===== config.mk =====
export PLATFORM = sky130hd
export DESIGN_NAME = serial_word_rx
export DESIGN_NICKNAME = d
export VERILOG_FILES = /design/src/rtl/univshift_pkg.sv /design/src/rtl/swrx_shift_core.sv /design/src/rtl/serial_word_rx.sv
export SDC_FILE = /design/constraint.sdc
export NUM_CORES = 1
export LEC_CHECK = 0
export BUFFER_PORTS_ARGS = -buffer_cell sky130_fd_sc_hd__buf_2
export CAP_MARGIN = 20
export CORE_MARGIN = 5
export CORE_UTILIZATION = 40
export CTS_CLUSTER_SIZE = 40
export DETAILED_ROUTE_END_ITERATION = 10
export SYNTH_ARGS = -nofsm -noshare
export SYNTH_HDL_FRONTEND = slang
export SYNTH_SLANG_ARGS = --single-unit
export TNS_END_PERCENT = 30

===== constraint.sdc =====
create_clock -name clk -period 1.9 [get_ports clk]
set_clock_uncertainty 0.2 [all_clocks]
set_input_delay 0.38 -clock clk [delete_from_list [all_inputs] [get_ports clk]]
set_output_delay 0.38 -clock clk [all_outputs]
set_load 0.01 [all_outputs]

===== src/rtl/univshift_pkg.sv =====
// univshift_pkg: shared FSM states and shift-direction constants for the serial link
package univshift_pkg;
    typedef enum logic [1:0] {ST_IDLE, ST_SHIFT, ST_PAR} state_t;
    localparam logic DIR_LSB = 1'b0;
    localparam logic DIR_MSB = 1'b1;
endpackage


===== src/rtl/swrx_shift_core.sv =====
// swrx_shift_core: shift register, bit counter and frame-done pulse for serial_word_rx
module swrx_shift_core
    import univshift_pkg::*;
#(
    parameter int WIDTH = 4,
    parameter int CNT_W = $clog2(WIDTH + 1),
    parameter bit HOLD  = 1'b0
) (
    input  logic             clk,
    input  logic             rst,
    input  logic             clear,
    input  logic             en,
    input  logic             first,
    input  logic             msb_first,
    input  logic             sin,
    output logic [WIDTH-1:0] word,
    output logic             done
);
    logic [WIDTH-1:0] sh, sh_nxt;
    logic [CNT_W-1:0] cnt, cnt_nxt;
    logic dir, use_dir;
    // next shift value; the first bit of a frame uses the live direction input
    always_comb begin
        use_dir = first ? msb_first : dir;
        sh_nxt  = (use_dir == DIR_MSB) ? {sh[WIDTH-2:0], sin} : {sin, sh[WIDTH-1:1]};
        cnt_nxt = first ? CNT_W'(1) : cnt + CNT_W'(1);
        done    = en && (cnt_nxt == CNT_W'(WIDTH));
        word    = HOLD ? sh : sh_nxt;
    end
    // shift register, bit counter and latched frame direction
    always_ff @(posedge clk or posedge rst) begin
        if (rst) begin
            sh  <= '0;
            cnt <= '0;
            dir <= DIR_LSB;
        end else if (clear) begin
            cnt <= '0;
        end else if (en) begin
            sh  <= sh_nxt;
            cnt <= done ? '0 : cnt_nxt;
            if (first) dir <= msb_first;
        end
    end
endmodule


===== src/rtl/serial_word_rx.sv =====
// serial_word_rx: serial-to-parallel word receiver with valid/ready output; SWRX_PARITY_EN adds even parity
module serial_word_rx
    import univshift_pkg::*;
#(
    parameter int WIDTH = 4,
    parameter int CNT_W = $clog2(WIDTH + 1)
) (
    input  logic             clk,
    input  logic             rst,
    input  logic             sin,
    input  logic             sin_valid,
    input  logic             msb_first,
    input  logic             clear,
    output logic [WIDTH-1:0] dout,
    output logic             dout_valid,
    input  logic             dout_ready,
    output logic             overrun
`ifdef SWRX_PARITY_EN
    ,
    output logic             parity_err
`endif
);
`ifdef SWRX_PARITY_EN
    localparam bit PAR_EN = 1'b1;
`else
    localparam bit PAR_EN = 1'b0;
`endif
    state_t state, state_nxt;
    logic en, first, done, complete;
    logic [WIDTH-1:0] word;
`ifdef SWRX_PARITY_EN
    logic pe;
    assign pe = ^{word, sin};
`endif
    swrx_shift_core #(.WIDTH(WIDTH), .CNT_W(CNT_W), .HOLD(PAR_EN)) u_core (
        .clk(clk),
        .rst(rst),
        .clear(clear),
        .en(en),
        .first(first),
        .msb_first(msb_first),
        .sin(sin),
        .word(word),
        .done(done)
    );
    // state register
    always_ff @(posedge clk or posedge rst) begin
        if (rst) state <= ST_IDLE;
        else state <= state_nxt;
    end
    // next state: clear wins, gaps hold, last data bit ends the frame or enters PAR
    always_comb begin
        state_nxt = clear ? ST_IDLE :
                    !sin_valid ? state :
                    (state == ST_IDLE) ? ST_SHIFT :
                    (state == ST_PAR) ? ST_IDLE :
                    done ? (PAR_EN ? ST_PAR : ST_IDLE) : ST_SHIFT;
    end
    // FSM outputs: shift enable, frame start and word completion
    always_comb begin
        first    = (state == ST_IDLE);
        en       = sin_valid && !clear && (state != ST_PAR);
        complete = PAR_EN ? (state == ST_PAR && sin_valid && !clear) : done;
    end
    // output slot and sticky overrun; a handshake frees the slot for a same-cycle word
    always_ff @(posedge clk or posedge rst) begin
        if (rst) begin
            dout       <= '0;
            dout_valid <= 1'b0;
            overrun    <= 1'b0;
`ifdef SWRX_PARITY_EN
            parity_err <= 1'b0;
`endif
        end else begin
            if (complete && (!dout_valid || dout_ready)) begin
                dout       <= word;
                dout_valid <= 1'b1;
`ifdef SWRX_PARITY_EN
                parity_err <= pe;
`endif
            end else if (dout_ready) begin
                dout_valid <= 1'b0;
            end
            overrun <= clear ? 1'b0 : (complete && dout_valid && !dout_ready) ? 1'b1 : overrun;
        end
    end
endmodule

==> impl_metrics.toml <==
[flow_run]
drv_cap = 0

[timing]
timing.fmax_mhz = 560
fin_crit_sh_pct = 94.0
drv_slew = 0
fin_crit_ns = 1.79
holdWs_ns = 0.164
tightestPinTransition_ns = 0.567
slew-limit-headroom_pct = 62.2
finalHoldViolations = 0
rsz0062_at_grt = "false"
setup_viol = 0

[floorplan]
design.die.area_mm2 = 0.00283
die-width_um = 53.2
initial_core_util_pct = 42.8
die_y_um = 53.2
ios = 13
rows = 15
coreArea_mm2 = 0.00175

[clock_network]
ctsRootBufferMaster = "clkbuf_4"
cts_sinks = 15
cts_buffer_depth = 2
cts_buffers = 3
tritoncts = "yes"
path_clk_slew_ns = 0.10
cts.htree.levels = 1
clk-insertion-delay-late_ns = 0.29

[critical_path]
critPathKind = "flop to flop"
cp-end-kind = "flop"
cp.arrival_ns = 1.77
cp-start-kind = "flop"
required_ns = 1.88
worstPathMaxFanout = 2

[pwr]
clkPwrFrac_pct = 27.5
power.internal_mw = 0.487
comb_power_share_pct = 16.7
pwr-share-seq_pct = 55.9
power.density_mw_per_mm2 = 755
total_power_mw = 0.672
p_leak_nw = 0.438
irDropWorstVdd_mv = 0.357
p_switching_mw = 0.185
power.share.switching_pct = 27.6

[synthesis]
ys_types = 27
ys_ff_latch = 15
netlist.area_leader.share_pct = 50.3
yosys.area.top_type = "dfrtp_1"
yosysSeqAreaShare_pct = 50.3
synth.cell_area_um2 = 747
syn_inst = 66
ys_top_cells_by_area = "dfrtp_1 (50%), mux2i_1 (8.0%), o21ai_0 (3.4%), mux2_2 (3.0%), buf_12 (2.7%)"
synth_warnings = 0
avgSynthCellArea_um2 = 11.3
syn_nets = 74

[detailed_routing]
met2_length_um = 536
met1_length_um = 666
routed_wl_um = 1260
top_layer = "met4"
viasPerCell = 4.46
first_iter_violations = 10
drc = 0
vias = 482
drtPass1Iterations = 4
wl_per_cell_um = 11.7
postRouteAntennaNets = 0
wl_met3_um = 53

[cells_and_area]
finish.instance_area_um2 = 890
diodes = 0
syn2layout_area_growth_pct = 19.1
nNetsFinal = 92
n_fill_cell = 169
drive_above_1_share_pct = 34.9

[placement]
io_buffers = 12
dpl_cell_area_um2 = 832
place.gp.congestion = 0.740
dp_hpwl_um = 937

[global_route]
overflow = 0
grt.total_usage_pct = 11.1
grt_first_pass_wirelength_um = 2300
grt_pass1_vias = 538
grt_max_degree = 16
antenna_found_initial = 0

[min_path]
hold_path.class = "input pin to flop"

[outcome]
status = "completed"
==> per-layer routing <==
metal  vias to the layer above  track usage [%]
li1                        261                -
met1                       211             15.3
met2                         8             16.1
met3                         2             2.82
met4                         0             5.11
met5                         -                0
==> cells by family after synthesis <==
kind of cell    Yosys count  share of synthesized area [%]
compound gates            9                           6.36
xor+xnor                  1                           1.17
fa+ha+maj                 1                           1.67
buf+inv                   8                           6.87
flops                    15                           50.3
mux                      11                           16.4
simple gates             21                           17.3
==> critical path, stage by stage (launching register included) <==
cell and delay (ns):
dfrtp_1 0.42, ha_4 0.25, and2b_1 0.21, nand4_2 0.12
nor3_4 0.18, mux2_4 0.32
==> repair_timing <==
item | in CTS | in global routing
buffers inserted | 0 | 0
hold buffers | 1 | 0
pin swaps | 1 | 0
hold endpoints to repair | 15 | 0
endpoints found under the setup margin | 1 | 3
resized for setup | 0 | 3
gates cloned | 0 | 0
==> per-stage QoR <==
stage | std cells | TNS [ns] | utilization, % | setup WS (ns)
after floorplan | 66 | -0.0477 | - | -0.0477
after global placement | 103 | 0 | 47.7 | 0.0283
after detailed placement | 103 | 0 | 47.7 | 0.0145
after CTS | 108 | 0 | 49.8 | 0.0613
after global routing | 108 | 0 | 51.0 | 0.0289
final | 108 | 0 | 51.0 | 0.114
==> cells in the final DEF (no fill, tap or decap), types with 2 or more instances in the layout <==
cell,n
inv_1,4
buf_2,12
a21oi_1,3
clkbuf_4,3
mux2_2,2
nor2_1,5
mux2i_2,2
dfrtp_1,15
o21ai_0,5
mux2i_1,5
buf_4,3
nand3_1,2
nand2b_1,3
nand2_1,4
==> cell usage after synthesis, drive strengths merged <==
library cell	instances
nor2b	1
o21ai	5
nor3	2
nand2b	3
xor2	1
clkbuf	1
nor2	5
and2b	1
mux2	4
nand2	4
mux2i	7
ha	1
inv	4
a21oi	3
nand3	2
buf	3
and3b	1
nand4	1
nor4b	1
dfrtp	15
o21bai	1
==> power by group through the flow <==
stage	Clock [mW]	Sequential, mW	Combinational (mW)
final	0.184	0.375	0.112
after global routing	0.210	0.380	0.128
after CTS	0.193	0.375	0.112
after detailed placement	0	0.382	0.110
after global placement	0	0.380	0.109
after floorplan	0	0.375	0.0855
==> worst paths after layout <==
path | startpoint | end | slack [ns] | cells past startpoint
setup / recovery | u_core.cnt[1] | dout[2] | 0.11 | 5
hold / removal | msb_first | u_core.dir | 0.16 | 2
setup reg to reg | u_core.cnt[1] | dout[2] | 0.11 | 5
hold reg to reg | u_core.sh[3] | u_core.sh[3] | 0.29 | 2
max in group asynchronous | rst | u_core.cnt[0] | 0.64 | 3
min in group asynchronous | rst | dout[3] | 0.48 | 3
==> cell type report <==
cell class              instances  area (µm²)  area share (%)
flip-flops and latches         15         375            42.2
clock inverters                 1        5.00           0.563
well taps                      25        31.3            3.52
clock buffers                   3        22.5            2.53
repair buffers                 17         104            11.7
multi-input cells              43         337            37.8
inverters                       4        15.0            1.69
==> flip-flops by register name (all words and copies together), names as in the netlist <==
signal and cells:
dout_valid 1, dout 4, u_core.dir 1, u_core.sh 4, overrun 1, u_core.cnt 3, state 1
No activity file was read; power rests on OpenSTA's default activity.
